## src/rtl/cdb_arbiter.sv

```systemverilog
// Common data bus slave: per-FU result FIFOs drained onto NUM_BCAST broadcast
// lanes by a round-robin scan that starts at rr_ptr.
module cdb_arbiter #(
  parameter int NUM_FU     = 4,
  parameter int PREG_W     = 7,
  parameter int VAL_W      = 32,
  parameter int TAG_W      = 5,
  parameter int FIFO_DEPTH = 2,
  parameter int NUM_BCAST  = 2
) (
  input  logic                                 clk,
  input  logic                                 reset,
  input  logic                                 flush,
  input  logic [NUM_FU-1:0]                    fu_valid,
  input  logic [NUM_FU*PREG_W-1:0]             fu_preg,
  input  logic [NUM_FU*VAL_W-1:0]              fu_val,
  input  logic [NUM_FU*TAG_W-1:0]              fu_tag,
  output logic                                 cdb_ready,
  output logic [NUM_BCAST-1:0]                 bcast_valid,
  output logic [NUM_BCAST*PREG_W-1:0]          bcast_preg,
  output logic [NUM_BCAST*VAL_W-1:0]           bcast_val,
  output logic [NUM_BCAST*TAG_W-1:0]           bcast_tag,
  output logic [NUM_BCAST*$clog2(NUM_FU)-1:0]  bcast_fu
);

  localparam int FU_W  = $clog2(NUM_FU);
  localparam int PTR_W = $clog2(FIFO_DEPTH);
  localparam int CNT_W = $clog2(FIFO_DEPTH + 1);
  localparam int E_W   = PREG_W + VAL_W + TAG_W;

  logic [E_W-1:0]   mem  [NUM_FU][FIFO_DEPTH];
  logic [PTR_W-1:0] rptr [NUM_FU];
  logic [PTR_W-1:0] wptr [NUM_FU];
  logic [CNT_W-1:0] cnt  [NUM_FU];
  logic [FU_W-1:0]  rr_ptr;
  logic [FU_W-1:0]  last_fu;
  logic [NUM_FU-1:0] not_empty, grant, push, pop;
  logic              any_full;
  logic [NUM_BCAST-1:0] lane_v;
  logic [FU_W-1:0]      lane_fu [NUM_BCAST];

  always_comb begin
    any_full  = 1'b0;
    not_empty = '0;
    for (int i = 0; i < NUM_FU; i++) begin
      not_empty[i] = (cnt[i] != '0);
      if (cnt[i] == CNT_W'(FIFO_DEPTH)) any_full = 1'b1;
    end
  end

  // Ready looks only at registered counts, so a full FIFO blocks even while popping.
  assign cdb_ready = !reset && !flush && !any_full;
  assign push      = fu_valid & {NUM_FU{cdb_ready}};
  assign pop       = grant & {NUM_FU{!flush}};

  always_comb begin
    logic [FU_W:0]   sum;
    logic [FU_W-1:0] idx;
    int              n;
    grant   = '0;
    lane_v  = '0;
    last_fu = rr_ptr;
    sum     = '0;
    idx     = '0;
    n       = 0;
    for (int k = 0; k < NUM_BCAST; k++) lane_fu[k] = '0;
    for (int k = 0; k < NUM_FU; k++) begin
      sum = {1'b0, rr_ptr} + (FU_W+1)'(k);
      if (sum >= (FU_W+1)'(NUM_FU)) sum = sum - (FU_W+1)'(NUM_FU);
      idx = sum[FU_W-1:0];
      if (not_empty[idx] && n < NUM_BCAST) begin
        grant[idx]  = 1'b1;
        lane_v[n]   = 1'b1;
        lane_fu[n]  = idx;
        last_fu     = idx;
        n           = n + 1;
      end
    end
  end

  always_comb begin
    logic [E_W-1:0] e;
    e           = '0;
    bcast_preg  = '0;
    bcast_val   = '0;
    bcast_tag   = '0;
    bcast_fu    = '0;
    bcast_valid = (reset || flush) ? '0 : lane_v;
    for (int k = 0; k < NUM_BCAST; k++) begin
      e = mem[lane_fu[k]][rptr[lane_fu[k]]];
      bcast_preg[k*PREG_W +: PREG_W] = e[E_W-1 -: PREG_W];
      bcast_val[k*VAL_W +: VAL_W]    = e[TAG_W +: VAL_W];
      bcast_tag[k*TAG_W +: TAG_W]    = e[TAG_W-1:0];
      bcast_fu[k*FU_W +: FU_W]       = lane_fu[k];
    end
  end

  always_ff @(posedge clk) begin
    for (int i = 0; i < NUM_FU; i++) begin
      if (push[i])
        mem[i][wptr[i]] <= {fu_preg[i*PREG_W +: PREG_W], fu_val[i*VAL_W +: VAL_W],
                            fu_tag[i*TAG_W +: TAG_W]};
    end
  end

  always_ff @(posedge clk or posedge reset) begin
    if (reset) begin
      rr_ptr <= '0;
      for (int i = 0; i < NUM_FU; i++) begin
        cnt[i]  <= '0;
        rptr[i] <= '0;
        wptr[i] <= '0;
      end
    end else if (flush) begin
      rr_ptr <= '0;
      for (int i = 0; i < NUM_FU; i++) begin
        cnt[i]  <= '0;
        rptr[i] <= '0;
        wptr[i] <= '0;
      end
    end else begin
      if (|grant)
        rr_ptr <= (last_fu == FU_W'(NUM_FU - 1)) ? '0 : last_fu + FU_W'(1);
      for (int i = 0; i < NUM_FU; i++) begin
        if (push[i]) wptr[i] <= wptr[i] + PTR_W'(1);
        if (pop[i])  rptr[i] <= rptr[i] + PTR_W'(1);
        case ({push[i], pop[i]})
          2'b10:   cnt[i] <= cnt[i] + CNT_W'(1);
          2'b01:   cnt[i] <= cnt[i] - CNT_W'(1);
          default: cnt[i] <= cnt[i];
        endcase
      end
    end
  end

endmodule

```

## config.mk

```make
export PLATFORM = sky130hd
export DESIGN_NAME = cdb_arbiter
export DESIGN_NICKNAME = d
export VERILOG_FILES = /design/src/rtl/cdb_arbiter.sv
export SDC_FILE = /design/constraint.sdc
export NUM_CORES = 1
export LEC_CHECK = 0
export CAP_MARGIN = 15
export CORE_UTILIZATION = 55
export DETAILED_ROUTE_END_ITERATION = 12
export GPL_TIMING_DRIVEN = 0
export PLACE_DENSITY = 0.81
export SLEW_MARGIN = 20
export SYNTH_ARGS = -nofsm -noshare
export SYNTH_HDL_FRONTEND = slang
export SYNTH_SLANG_ARGS = --single-unit
```

## constraint.sdc

```tcl
create_clock -name clk -period 8.75 [get_ports clk]
set_input_delay 1.75 -clock clk [delete_from_list [all_inputs] [get_ports clk]]
set_output_delay 1.75 -clock clk [all_outputs]
set_load 0.02 [all_outputs]
```

==> reports/results.ini <==
[timing]
tightest_slew_ns = 0.892
rsz0062_at_grt = false
final.setup.worst_slack_ns = 0.322
slew_headroom_pct = 40.6
totalNegativeSetupSlack_ns = 0
post-route-min-period_ns = 8.43
drv_slew = 0
post-route-period-util_pct = 96.3
fmax_mhz = 119
finalSetupViolations = 0
whs_ns = 0.618
finalHoldViolCount = 0
finalClockSkew_ns = 0.0171

[setup_path]
worst_path_most_repeated_cell = clkbuf_1
cp.required_ns = 7.00
worstPathMaxFanout = 11
crit_type = reg -> out
critPathSlowestCell = clkdlybuf4s50_1
cp-start-kind = flop
worst-path-buf-inv = 6
arrival_ns = 6.68
slowest_delay_ns = 0.66
cp.depth = 17
crit_chain = buf_2 -> clkbuf_1 -> a21oi_1 -> mux2_2 -> ha_4 -> or2_1 -> inv_1 -> fa_1 -> nand2b_1 -> or2_1 -> clkbuf_1 -> o2111ai_1 -> a22oi_2 -> nor2_2 -> clkbuf_1 -> a21oi_1 -> clkdlybuf4s50_1
crit_family = buffers and inverters
cp-end-kind = output port
ff2ff_path_depth = 14

[cts]
cts_root_buffer = clkbuf_16
cts_tree = yes
clock-sinks = 370
clk_path_buf_depth = 3
cts_buffers = 40
clock_latency_ns = 0.54
clk_pin_slew_worst_paths_ns = 0.06
ctsHtreeMaxLevel = 2

[synthesis]
synthesis.nets = 1361
synth-main-ff-cell = edfxtp_1
synth-edff-count = 352
ys_types = 62
syn_avg_cell_area_um2 = 15.7
synth-seq-cells = 370
yosysSeqAreaShare_pct = 60.3
syn-instance-count = 1165
netlist_area_um2 = 18300
yosysWarnings = 0
synthArstFlopShare_pct = 4.86

[placement]
dp_hpwl_um = 36900
postPlaceCellArea_um2 = 21900
io_buffers = 277
pre_cts_slack_ns = -0.713
routabilityCongestion = 0.889

[detailed_routing]
first_iter_violations = 1365
drtPass1Iterations = 6
vias_per_cell = 6.45
wl_per_cell_um = 27.5
drt-total-wl_um = 54700
vias = 12800
antenna_left = 0
drc_errors = 0

[floorplan]
dieArea_um2 = 34000
fp.coreArea_um2 = 32600
initial_core_util_pct = 56.1
die_h_um = 184
ios = 278
core.rowCount = 66
fp.dieW_um = 184

[global_route]
grt_max_degree = 37
grt-ovfl-total = 0
gr-usage-all-layers_pct = 32.3
grt_pass1_vias = 13400
grt_pass1_wl_um = 79700
antenna_found_initial = 13

[run_status]
status = complete, no violations

[finish]
drive_gt1_share_pct = 21.9
final_area_um2 = 23400
final_nets = 1699
areaGrowthSynthToFinish_pct = 28.2
final_cell_mix = edfxtp_1, clkdlybuf4s50_1, mux2i_1, nand2_1, mux2_2
mostFrequentLayoutCell = edfxtp_1

[worst_hold_path]
hold-path-cell-count = 2
worstHoldPathType = reg -> reg

[job]
drv_cap = 0

==> per-stage QoR <==
step | cells | utilization [%]
2_1_floorplan | 1165 | -
3_3_place_gp | 1884 | 66.3
3_5_place_dp | 1896 | 67.2
4_1_cts | 1971 | 71.6
5_1_grt | 1985 | 71.8
6_report | 1989 | 71.9
==> tightest hold or removal path, stage by stage, from the launching register on <==
cell and delay [ns]:
dfrtp_1 0.41, xnor2_1 0.13, nor2_1 0.04
==> Yosys cell counts, drive strengths merged, types with 18 or more instances <==
cell	instances	area share, %
nand2	105	2.2
mux4	90	11
nor2	40	0.89
a21oi	52	1.4
xnor2	19	0.91
dfrtp	18	2.5
buf	39	1.1
mux2	93	5.7
clkbuf	41	0.84
edfxtp	352	58
a32o	43	2.4
mux2i	143	7.8
==> path summary, 6_finish.rpt <==
kind,startpoint,end,slack [ns]
worst max-delay path,rr_ptr[0],bcast_val[40],0.32
worst min-delay path,rptr[2],rptr[2],0.62
worst max register to register,rr_ptr[0],rr_ptr[0],4.04
worst min register to register,rptr[2],rptr[2],0.62
max in group asynchronous,reset,rr_ptr[0],6.60
min in group asynchronous,reset,rptr[1],1.67
==> registers in the layout, indices dropped and copies added (netlist names) <==
name / flops
cnt: 8
rptr: 4
mem: 352
wptr: 4
rr_ptr: 2
==> layer usage <==
metal  wire [um]  vias up  GRT usage (%)
li1            -     5368              -
met5          34        -              0
met4        2270        6           15.5
met3        5510      161           6.40
met1       20100     6427           41.1
met2       26800      865           53.4
==> cell type report <==
| cell class | count | area (um^2) |
|---|---|---|
| plain buffers | 78 | 394 |
| inverters | 15 | 63.8 |
| well taps | 442 | 553 |
| repair buffers | 298 | 3120 |
| fillers | 2047 | 9180 |
| multi-input cells | 700 | 6950 |
| clock inverters | 24 | 226 |
| flip-flops and latches | 370 | 11000 |
| diodes | 12 | 30.0 |
| clock buffers | 50 | 1080 |
==> repair_timing <==
item	CTS	global route
setup buffers	3	6
setup endpoints to repair	89	86
pin swaps	1	2
gates resized for setup	23	9
hold buffers	0	0
==> cells by family (layout without fill, tap and decap cells) <==
group / after synthesis / after routing / share of synthesized area (%)
buffers and inverters: 95 / 465 / 2.30
DFF: 370 / 370 / 60.3
AOI/OAI and AO/OA: 153 / 153 / 6.39
muxes: 326 / 326 / 24.6
other: 0 / 12 / 0
adders and majority gates: 13 / 13 / 0.930
xor gates and xnor gates: 21 / 21 / 1.01
and+or+nand+nor: 187 / 187 / 4.48
Power is left out: the tool's default activity adds up to more than one toggle a clock period on the data nets, which glitch-free logic cannot reach.
